`config.mk`:
```
export PLATFORM = sky130hd
export DESIGN_NAME = barcode_rcv
export DESIGN_NICKNAME = d
export VERILOG_FILES = /design/src/rtl/bc_pkg.sv /design/src/rtl/bc_sync.sv /design/src/rtl/barcode_rcv.sv
export SDC_FILE = /design/constraint.sdc
export NUM_CORES = 1
export LEC_CHECK = 0
export CAP_MARGIN = 25
export CORE_MARGIN = 2
export CORE_UTILIZATION = 45
export DETAILED_ROUTE_END_ITERATION = 7
export PLACE_DENSITY = 0.67
export SYNTH_ARGS = -nofsm -noshare
export SYNTH_HDL_FRONTEND = slang
export SYNTH_HIERARCHICAL = 1
export SYNTH_SLANG_ARGS = --single-unit
```
`constraint.sdc`:
```
create_clock -name clk -period 3.3 [get_ports clk]
set_clock_uncertainty 0.05 [all_clocks]
set_input_delay 0.99 -clock clk [delete_from_list [all_inputs] [get_ports clk]]
set_output_delay 0.99 -clock clk [all_outputs]
set_load 0.02 [all_outputs]
```
`src/rtl/bc_pkg.sv`:
```
// Shared types and constants for the barcode station-ID receiver.
package bc_pkg;

    typedef enum logic [2:0] {
        IDLE      = 3'd0,
        SYNC_LOW  = 3'd1,
        WAIT_FALL = 3'd2,
        SAMPLE    = 3'd3,
        DONE      = 3'd4
    } bc_state_t;

    localparam int DEF_PERIOD_W = 22;
    localparam logic [1:0] ID_VALID_MSBS = 2'b00;

    // A station ID is accepted only when its two upper bits match the valid pattern.
    function automatic logic id_frame_ok(input logic [7:0] frame);
        return (frame[7:6] == ID_VALID_MSBS);
    endfunction

endpackage

```
`src/rtl/bc_sync.sv`:
```
// Two-flop synchronizer for the barcode line plus a history flop for edge detection.
module bc_sync (
    input  logic clk,
    input  logic rst,
    input  logic bc,
    output logic bc_s,
    output logic fall,
    output logic rise
);

    logic meta_r;
    logic sync_r;
    logic hist_r;

    // Flops reset high (line idle level) so no spurious edge follows reset.
    always_ff @(posedge clk) begin
        if (rst) begin
            meta_r <= 1'b1;
            sync_r <= 1'b1;
            hist_r <= 1'b1;
        end else begin
            meta_r <= bc;
            sync_r <= meta_r;
            hist_r <= sync_r;
        end
    end

    assign bc_s = sync_r;
    assign fall = hist_r & ~sync_r;
    assign rise = ~hist_r & sync_r;

endmodule

```
`src/rtl/barcode_rcv.sv`:
```
// Barcode station-ID receiver: measures the sync-bit period, samples 8 data bits
// at one period after each falling edge, and presents valid IDs on ID/ID_vld.
module barcode_rcv
    import bc_pkg::*;
#(
    parameter int PERIOD_W    = DEF_PERIOD_W,
    parameter int TIMEOUT_CYC = 4_000_000
) (
    input  logic       clk,
    input  logic       rst,
    input  logic       BC,
    input  logic       clr_ID_vld,
    output logic [7:0] ID,
    output logic       ID_vld
);

    localparam int TO_W = $clog2(TIMEOUT_CYC + 1);
    localparam logic [TO_W-1:0]     TO_MAX = TO_W'(TIMEOUT_CYC);
    localparam logic [PERIOD_W-1:0] P_MAX  = {PERIOD_W{1'b1}};
    localparam logic [PERIOD_W-1:0] P_ONE  = PERIOD_W'(1);

    logic bc_s;
    logic fall;
    logic rise;

    bc_state_t           state_r;
    logic [PERIOD_W-1:0] period_r;
    logic [PERIOD_W-1:0] t_r;
    logic [PERIOD_W-1:0] down_r;
    logic [TO_W-1:0]     timeout_r;
    logic [2:0]          bit_cnt_r;
    logic [7:0]          shift_r;

    bc_sync u_sync (
        .clk  (clk),
        .rst  (rst),
        .bc   (BC),
        .bc_s (bc_s),
        .fall (fall),
        .rise (rise)
    );

    // Frame decoder state machine with registered ID / ID_vld outputs.
    always_ff @(posedge clk) begin
        if (rst) begin
            state_r   <= IDLE;
            period_r  <= '0;
            t_r       <= '0;
            down_r    <= '0;
            timeout_r <= '0;
            bit_cnt_r <= 3'd0;
            shift_r   <= 8'h00;
            ID        <= 8'h00;
            ID_vld    <= 1'b0;
        end else begin
            // A set in DONE below overrides this clear when both happen together.
            if (clr_ID_vld) begin
                ID_vld <= 1'b0;
            end

            case (state_r)
                IDLE: begin
                    if (fall) begin
                        period_r  <= '0;
                        shift_r   <= 8'h00;
                        bit_cnt_r <= 3'd0;
                        state_r   <= SYNC_LOW;
                    end else begin
                        state_r   <= IDLE;
                    end
                end
                SYNC_LOW: begin
                    if (rise) begin
                        t_r       <= period_r;
                        timeout_r <= '0;
                        state_r   <= WAIT_FALL;
                    end else if (period_r == P_MAX) begin
                        state_r   <= IDLE;
                    end else if (!bc_s) begin
                        period_r  <= period_r + P_ONE;
                    end else begin
                        state_r   <= SYNC_LOW;
                    end
                end
                WAIT_FALL: begin
                    if (fall) begin
                        down_r    <= t_r;
                        state_r   <= SAMPLE;
                    end else if (timeout_r == TO_MAX) begin
                        state_r   <= IDLE;
                    end else begin
                        timeout_r <= timeout_r + TO_W'(1);
                    end
                end
                SAMPLE: begin
                    // "<=" keeps a degenerate zero period from stalling here.
                    if (down_r <= P_ONE) begin
                        shift_r   <= {shift_r[6:0], bc_s};
                        bit_cnt_r <= bit_cnt_r + 3'd1;
                        timeout_r <= '0;
                        state_r   <= (bit_cnt_r == 3'd7) ? DONE : WAIT_FALL;
                    end else begin
                        down_r    <= down_r - P_ONE;
                    end
                end
                DONE: begin
                    if (id_frame_ok(shift_r)) begin
                        ID     <= shift_r;
                        ID_vld <= 1'b1;
                    end else begin
                        ID     <= ID;
                    end
                    state_r <= IDLE;
                end
                default: begin
                    state_r <= IDLE;
                end
            endcase
        end
    end

endmodule
```
==> impl_results.md, run 1 <==
* Clk_lat worst skew at 410 ps
* Least-Margin Pin Slew at 745.3 ps
* DP HPWL at 8137 um
* CP arrival at 2940 ps
* Fillers at 1159
* Total GRT Usage at 19.71%
* Die X at 115.4 um
* Critical path peak fanout at 19
* Post-route ant nets at 0
* Final setup violation count at 0
* Total leakage power at 0.002193 uW
* Ys Warns at 6
* Status: complete, no violations
* First-pass GRT wire length at 21220 um
* F_max at 369.1 MHz
* Multi-input gate area at 3044 um2
* Register area share after synthesis at 40.83%
* Clk root buf: clkbuf_16
* Die Ht at 115.4 um
* Peak supply drop at 275.7 uV
* Ant. Diodes at 0
* Register Area at 2282 um2
* Synth-to-layout area growth at 14.64%
* Total negative slack at 0 ps
* Setup bufs post-CTS at 0
* Vias in the first global route at 4458
* Asr flop ratio synth at 0%
* Full die area at 13330 um2
* Vias at 4796
* Ranking of synthesized cells by area: dfxtp_1 (41%), nand2_1 (6.8%), a21oi_1 (5.9%)
* Endpoints failing hold at 0
* Initial antenna violation count at 0
* PostCTS Resize Cnt at 0
* CTS tree: done
* Syn avg cell area at 8.136 um2
* Syn nets at 698
* Critical path type: reg2reg
* Reg2reg path depth at 6
* Initial DRT Pass Iterations at 5
* Period utilization at 82.10%
* RSZ-0062 raised after global routing: no
* Routed vias/inst at 5.513
* IO buf count at 12
* Dominant synthesized flop cell: dfxtp_1
* Starting DRT DRC Count at 275
* Mapped Area at 5589 um2
* Setup crit end kind: register
* Hold depth at 1
* H-tree lvl count at 4
* Synth top cells by count: dfxtp_1 (114), nand2_1 (101), nor2_1 (73), a21oi_1 (66), clkbuf_1 (29)
* FP Rows at 40
* # IOs at 13
* CORE AREA at 12060 um2
* PwrDens at 513.1 nW/um2
* Final GP Congestion at 0.8027
* # DRC at 0
* Critical path startpoint: down_r[13]
* Share of layout cells above drive strength 1 at 9.687%
* Num Clock Sinks at 114
* Dpl ws at 599.1 ps
* CTS max path bufs at 2
* Hold WC Path Type: reg2reg
* Layout Nets at 700
* DR WL/cell at 14.22 um
* Max Slew Vio Count at 0
* Worst EP required at 3530 ps
* Number of library cell types mapped by synthesis at 66
* Crit start category: register
* Syn Inst Count at 687
* Slew headroom at 50.08%
* Routed WL at 12370 um
* Yosys top cell area share at 40.83%
* Largest net degree at the start of global routing at 55
* Initial core utilization at 46.34%
* Post-synth EDFFs at 0
* FF+latch count, synth at 114
* Min cycle time layout at 2709 ps
* Biggest area consumer among synthesized cells: dfxtp_1
* Hold-fix buffers, CTS at 0
* Worst R2R Start: down_r[13]
* Global route total overflow at 0
* Worst-path clk slew at 50 ps
* Max-cap violations at 0
* Num CTS Buffers at 17
* Min-delay src: u_sync/meta_r
* Top-count cell post-synth: dfxtp_1
* Setup ws final at 590.6 ps
## through the flow
step | instance area, um2 | power [uW] | util, % | hold slack [ps] | cells
after floorplan | 5589 | 1456 | - | 333.2 | 687
after global placement | 5809 | 1474 | 48.16 | 338.5 | 838
after detailed placement | 5809 | 1475 | 48.16 | 352.6 | 838
after CTS | 6407 | 3307 | 53.12 | 366.7 | 870
after global routing | 6407 | 3380 | 53.12 | 387.8 | 870
final | 6407 | 3287 | 53.12 | 372.6 | 870
## layout make-up
class / count / share of cell area (%)
Timing Repair Buffer: 23 / 3.085
Clock inverter: 9 / 2.031
Inverter: 20 / 1.172
Tap cell: 168 / 3.281
Clock buffer: 23 / 7.303
Multi-Input combinational cell: 513 / 47.51
Sequential cell: 114 / 35.62
## report_power, final
| group | internal [uW] | switching [uW] |
|---|---|---|
| clock | 1220 | 618 |
| sequential | 1380 | 2.62 |
| combinational | 16.0 | 46.4 |
## worst max-delay path, stage by stage, from the launching register on
cell,delay (ps)
dfxtp_1,360
or4_1,690
nor4_4,470
nand4_4,260
o211a_1,450
o211ai_1,210
a21oi_1,80
## per-layer routing
layer,part of all wire [%],global-route usage (%),vias to the layer above,wire [um]
li1,-,-,2418,-
met1,49,26.35,2255,6024
met2,46,30.99,104,5726
met3,3.3,4.027,19,408
met4,1.7,8.514,0,211
met5,0,0,-,0
## state kept, by name, summed over array words and instances (netlist names)
name and count:
ID_vld 1, timeout_r 22, u_sync/bc_s 1, down_r 22, period_r 22, u_sync/meta_r 1
bit_cnt_r 3, state_r 3, t_r 22, u_sync/hist_r 1, ID 8, shift_r 8
## cells by family after synthesis
kind of cell	after synthesis	synth area share, %
multiplexers	2	0.3582
AO/OA/AOI/OAI	156	17.33
AND/OR/NAND/NOR	309	29.06
flip-flops	114	40.83
buffers and inverters	60	4.745
adder cells (fa/ha/maj)	7	1.567
XOR/XNOR	39	6.112
## placed cells by master, fill, tap and decap left out, types with 15 or more instances in the layout
| cell type | n |
|---|---|
| a21oi_1 | 66 |
| clkbuf_16 | 17 |
| xnor2_1 | 15 |
| nor2_1 | 73 |
| xor2_1 | 24 |
| nand3_1 | 19 |
| dfxtp_1 | 114 |
| and3_1 | 18 |
| o21ai_1 | 28 |
| nand2_1 | 100 |
| inv_1 | 18 |
## final timing paths
kind	to	slack (ps)
setup / recovery	down_r[1]	590
hold / removal	u_sync/bc_s	370
setup reg to reg	down_r[1]	590
hold reg to reg	u_sync/bc_s	370
Power figures use the tool's default switching activity.
==> inputs of run 2 (changes only) <==
==> constraint.sdc (replaced) <==
create_clock -name clk -period 2.6 [get_ports clk]
set_clock_uncertainty 0.05 [all_clocks]
set_input_delay 0.78 -clock clk [delete_from_list [all_inputs] [get_ports clk]]
set_output_delay 0.78 -clock clk [all_outputs]
set_load 0.02 [all_outputs]
==> run 2 against run 1 <==
Effect of this change: count of clock-buffer cells in the layout decreased by 2; total power up 31%; via count increased by 0.60%; first-iteration DRC count increased by 7.6%; core utilization up 0.91 points; hold slack worse by 13 ps; largest power group unchanged; routed wire length rose by 1.9%; worst setup slack worse by 430 ps; critical path depth is the same; cell area grew 1.7%; global-route usage rose by 0.66 points.
==> impl_results.md, run 2 (synthesis results as in run 1) <==
* Status: complete, no violations
* Placed Area at 5892 um2 (+1.4%)
* DP HPWL at 8378 um (+3.0%)
* RSZ-0062 raised after global routing: no
* Largest net degree at the start of global routing at 55 (unchanged)
* Switch Pwr at 866.1 uW (+30%)
* Final GP Congestion at 0.8043 (+0.20%)
* DR WL/cell at 14.34 um (+0.86%)
* End-of-flow core utilization at 54.04% (+0.91 points)
* Peak supply drop at 564.6 uV (+100%)
* PwrDens at 660.7 nW/um2 (+29%)
* Total GRT Usage at 20.37% (+0.66 points)
* IO buf count at 12 (unchanged)
* Initial DRT Pass Iterations at 4 (-1)
* Total leakage power at 0.002262 uW (+3.1%)
* Commonest cells after routing, fill and taps aside: dfxtp_1 (114), nand2_1 (100), nor2_1 (73)
* Reg2reg path depth at 6 (unchanged)
* Layout Nets at 711 (+1.6%)
* Endpoints failing hold at 0 (unchanged)
* Design area at 6518 um2 (+1.7%)
* Met1 Use GR at 28.16% (+1.8 points)
* Initial core utilization at 46.34% (unchanged)
* Slew headroom at 50.49% (+0.41 points)
* Clk_lat worst skew at 420 ps (about the same)
* Vias in the first global route at 4446 (-0.27%)
* Critical path type: reg2reg
* GRT busiest layer: met2
* Clk network pwr share at 57.3% (+1.3 points)
* Worst EP required at 2850 ps (-680 ps)
* Initial antenna violation count at 0 (unchanged)
* Die Ht at 115.4 um (unchanged)
* Hold-fix buffers, CTS at 0 (unchanged)
* Final setup violation count at 0 (unchanged)
* Routed WL at 12610 um (+1.9%)
* Min cycle time layout at 2443 ps (-266.4 ps)
* CTS tree: done
* CP arrival at 2690 ps (-250 ps)
* Setup bufs post-CTS at 0 (unchanged)
* Hold WC Path Type: reg2reg
* Routed vias/inst at 5.489 (-0.43%)
* Vias at 4825 (+0.60%)
* M3 GR Usage at 4.184% (+0.16 points)
* Crit start category: register
* Total negative slack at 0 ps (unchanged)
* Num CTS Buffers at 17 (unchanged)
* # DRC at 0 (unchanged)
* Max Slew Vio Count at 0 (unchanged)
* Num Clock Sinks at 114 (unchanged)
* Full die area at 13330 um2 (unchanged)
* Switching part of the total at 20.11% (-0.17 points)
* Least-Margin Pin Slew at 739.1 ps (-6.182 ps)
* Post-route ant nets at 0 (unchanged)
* Share of layout cells above drive strength 1 at 11.25% (+1.6 points)
* Leading cell type in the layout, fill and taps excluded: dfxtp_1
* Period utilization at 93.96% (+12 points)
* Ant. Diodes at 0 (unchanged)
* Die X at 115.4 um (unchanged)
* Worst-path clk slew at 50 ps (about the same)
* Sequential share of power at 40.8% (-1.3 points)
* Logic pwr share at 1.8% (about the same)
* F_max at 409.3 MHz (+11%)
* CTS max path bufs at 2 (unchanged)
* Int Pwr at 3440 uW (+31%)
* Critical path peak fanout at 17 (-2)
* Hold depth at 1 (unchanged)
* Clk root buf: clkbuf_16
* Setup crit end kind: register
* FP Rows at 40 (unchanged)
* Dpl ws at 173.2 ps (-425.9 ps)
* Max-cap violations at 0 (unchanged)
* First-pass GRT wire length at 21710 um (+2.3%)
* Starting DRT DRC Count at 296 (+7.6%)
* Setup ws final at 156.9 ps (-433.6 ps)
* M2 GR Usage at 30.76% (-0.23 points)
* CORE AREA at 12060 um2 (unchanged)
* # IOs at 13 (unchanged)
* Global route total overflow at 0 (unchanged)
* PostCTS Resize Cnt at 0 (unchanged)
* Synth-to-layout area growth at 16.61%
* H-tree lvl count at 4 (unchanged)
## run 2: cell count changes in the layout (fill, tap and decap cells not counted)
cell       delta
bufinv_16     +1
clkbuf_1      -3
clkbuf_8      +1
clkinv_2      -1
buf_4        +11
## run 2: area by class of cell
| cell class | instances | area [um2] |
|---|---|---|
| clock buffers | 21 | 470.5 |
| clock inverters | 9 | 155.1 |
| fillers | 1128 | 5544 |
| inverters | 20 | 75.07 |
| multi-input cells | 513 | 3044 |
| flip-flops and latches | 114 | 2282 |
| well taps | 168 | 210.2 |
| repair buffers | 34 | 280.3 |
## run 2: power groups by stage
stage	logic (uW)	registers (uW)	clock network (uW)
3_5_place_dp	78.6	1790	0
2_1_floorplan	54.4	1790	0
5_1_grt	87.2	1760	2590
3_3_place_gp	77.2	1790	0
4_1_cts	78.9	1760	2510
6_report	79.4	1760	2470
## run 2: stage by stage
step	hold slack (ps)	instances	power, uW
after floorplan	333.2	687	1847
after global placement	339.2	849	1871
after detailed placement	344.1	849	1873
after CTS	361.9	879	4348
after global routing	381.9	879	4432
final	359.7	879	4306
## run 2: routing by layer
| metal | vias to the layer above | share of wire, % |
|---|---|---|
| met5 | - | 0 |
| met4 | 0 | 2.1 |
| met1 | 2281 | 49 |
| met2 | 85 | 46 |
| met3 | 22 | 3.5 |
| li1 | 2437 | - |
## run 2: path summary, 6_finish.rpt
check                start            end  slack, ps
max reg2reg      down_r[4]  timeout_r[13]        160
min reg2reg  u_sync/meta_r    u_sync/bc_s        360
min          u_sync/meta_r    u_sync/bc_s        360
max              down_r[4]  timeout_r[13]        160
## run 2: critical path, cell delays in order (launching register included)
cell,delay (ps)
dfxtp_1,340
or4_1,610
nor4_4,450
a21oi_4,240
nor4_1,410
xnor2_1,190
nor2_2,40
==> inputs of run 3 (changes only) <==
--- a/config.mk
+++ b/config.mk
@@ -9,6 +9,7 @@
 export CORE_MARGIN = 2
 export CORE_UTILIZATION = 45
 export DETAILED_ROUTE_END_ITERATION = 7
+export GPL_TIMING_DRIVEN = 0
 export PLACE_DENSITY = 0.67
 export SYNTH_ARGS = -nofsm -noshare
 export SYNTH_HDL_FRONTEND = slang
==> run 3 against run 2 <==
Effect of this change: routed wire length increased by 7.7%; combinational power increased by 16%; sequential power about the same; critical path depth increased by 2; worst setup slack got worse by 26 ps; fmax decreased by 1.0%; critical path type unchanged.
==> impl_results.md, run 3 (synthesis results as in run 1) <==
* Slew headroom at 53.42% (+2.9 points)
* Period utilization at 94.96% (+1.0 points)
* Initial antenna violation count at 0 (unchanged)
* Critical path type: reg2reg
* Placed Cells at 867 (+2.1%)
* Worst-path clk slew at 50 ps (about the same)
* First-pass GRT wire length at 22300 um (+2.7%)
* Max layer used: met4
* Ant. Diodes at 0 (unchanged)
* Switch Pwr at 891.3 uW (+2.9%)
* Status: complete, no violations
* Clk_lat worst skew at 420 ps (about the same)
* CP arrival at 2720 ps (+30 ps)
* Met2 WL at 6312 um (+9.4%)
* Least-Margin Pin Slew at 692.3 ps (-46.76 ps)
* Routed WL at 13580 um (+7.7%)
* Switching part of the total at 19.87% (-0.25 points)
* End-of-flow core utilization at 55.41% (+1.4 points)
* # DRC at 0 (unchanged)
* Num Clock Sinks at 114 (unchanged)
* Sequential share of power at 39.2% (-1.6 points)
* Global route total overflow at 0 (unchanged)
* Critical path peak fanout at 10 (-7)
* Largest net degree at the start of global routing at 17 (-69%)
* CP peak stage delay at 620 ps (about the same)
* Layout Nets at 733 (+3.1%)
* Die X at 115.4 um (unchanged)
* Total leakage power at 0.002301 uW (+1.7%)
* Worst EP required at 2860 ps (about the same)
* Commonest cells after routing, fill and taps aside: dfxtp_1 (113), nand2_1 (101), nor2_1 (73)
* Initial DRT Pass Iterations at 5 (+1)
* Final GP Congestion at 0.8989 (+12%)
* Crit-path cells: clkbuf_1 > nand2b_1 > o32a_1 > buf_2 > nor4_1 > nand4b_1 > xor2_1 > nor2_1
* Placed Area at 5919 um2 (+0.47%)
* # IOs at 13 (unchanged)
* H-tree lvl count at 4 (unchanged)
* Routed vias/inst at 5.551 (+1.1%)
* Vias at 5013 (+3.9%)
* Synth-to-layout area growth at 19.59%
* FP Rows at 40 (unchanged)
* Slowest cell on crit path: nor4_1
* Tot Pwr at 4486 uW (+4.2%)
* Non-Filler Instances at 903 (+2.7%)
* Hold WC Path Type: reg2reg
* Max-cap violations at 0 (unchanged)
* Num CTS Buffers at 17 (unchanged)
* Logic pwr share at 2.1% (+0.3 points)
* Endpoints failing hold at 0 (unchanged)
* Setup crit end kind: register
* Wire length on met3 at 728 um (+64%)
* Min cycle time layout at 2469 ps (+25.92 ps)
* Full die area at 13330 um2 (unchanged)
* Design area at 6684 um2 (+2.6%)
* Vias in the first global route at 4491 (+1.0%)
* Starting DRT DRC Count at 323 (+9.1%)
* Leading cell type in the layout, fill and taps excluded: dfxtp_1
* CTS max path bufs at 2 (unchanged)
* Total GRT Usage at 21.26% (+0.89 points)
* PwrDens at 671.2 nW/um2 (+1.6%)
* Routed met1 length at 6277 um (+2.4%)
* Clk root buf: clkbuf_16
* CORE AREA at 12060 um2 (unchanged)
* Max Slew Vio Count at 0 (unchanged)
* Worst hold margin at 365.6 ps (+5.959 ps)
* Peak supply drop at 450.6 uV (-20%)
* IO buf count at 12 (unchanged)
* DR WL/cell at 15.04 um (+4.8%)
* CTS tree: done
* Share of layout cells above drive strength 1 at 11.16% (-0.095 points)
* Crit start category: register
* Initial core utilization at 46.34% (unchanged)
* Die Ht at 115.4 um (unchanged)
* Clk network pwr share at 58.8% (+1.5 points)
* DP HPWL at 9271 um (+11%)
* Int Pwr at 3595 uW (+4.5%)
* Reg2Reg Setup Slack at 130 ps (-30 ps)
* Post-route ant nets at 0 (unchanged)
* F_max at 405.0 MHz (-1.0%)
* Final setup violation count at 0 (unchanged)
[run 3: repair_timing]
item	in CTS	in global routing
pin swaps	1	2
hold buffers	0	0
setup buffers	1	3
endpoints found under the setup margin	47	49
hold endpoints to repair	0	0
gates resized for setup	3	13
[run 3: power by group through the flow]
stage               combinational (uW)  sequential [uW]  clock [uW]
floorplan                         54.4             1790           0
finish                            92.1             1760        2640
CTS                               84.6             1760        2680
global placement                  82.6             1790           0
global route                      99.2             1760        2760
detailed placement                83.6             1790           0
[run 3: final timing paths]
check / from / endpoint / cells after the start
setup / recovery: state_r[2] / timeout_r[21] / 8
hold / removal: u_sync/meta_r / u_sync/bc_s / 1
setup reg to reg: state_r[2] / timeout_r[21] / 8
hold reg to reg: u_sync/meta_r / u_sync/bc_s / 1
[run 3: per-stage QoR]
stage / worst slack (ps) / TNS [ps]
6_report: 131.0 / 0
5_1_grt: -4.403 / -4.403
4_1_cts: 12.17 / 0
3_5_place_dp: -252.4 / -10200
3_3_place_gp: -207.9 / -7323
2_1_floorplan: 296.9 / 0
[run 3: worst max-delay path, delay by kind of cell (launching register included)]
family | cells | cell delay (ps)
AOI/OAI and AO/OA | 1 | 220
xor gates and xnor gates | 1 | 180
buffers and inverters | 2 | 450
DFF | 1 | 290
and+or+nand+nor | 4 | 1170
[run 3: area by class of cell]
type | instances | area, um2
Clock inverter | 14 | 235.2
Timing Repair Buffer | 16 | 178.9
Tap cell | 168 | 210.2
Sequential cell | 114 | 2283
Inverter | 20 | 75.07
Fill cell | 1101 | 5378
Clock buffer | 18 | 439.2
Multi-Input combinational cell | 513 | 3062
Buffer | 40 | 200.2
[run 3: layer usage]
metal,vias to the layer above,global-route usage [%]
met5,-,0
met4,0,8.835
met3,23,5.492
met2,145,33.45
met1,2357,27.82
li1,2488,-
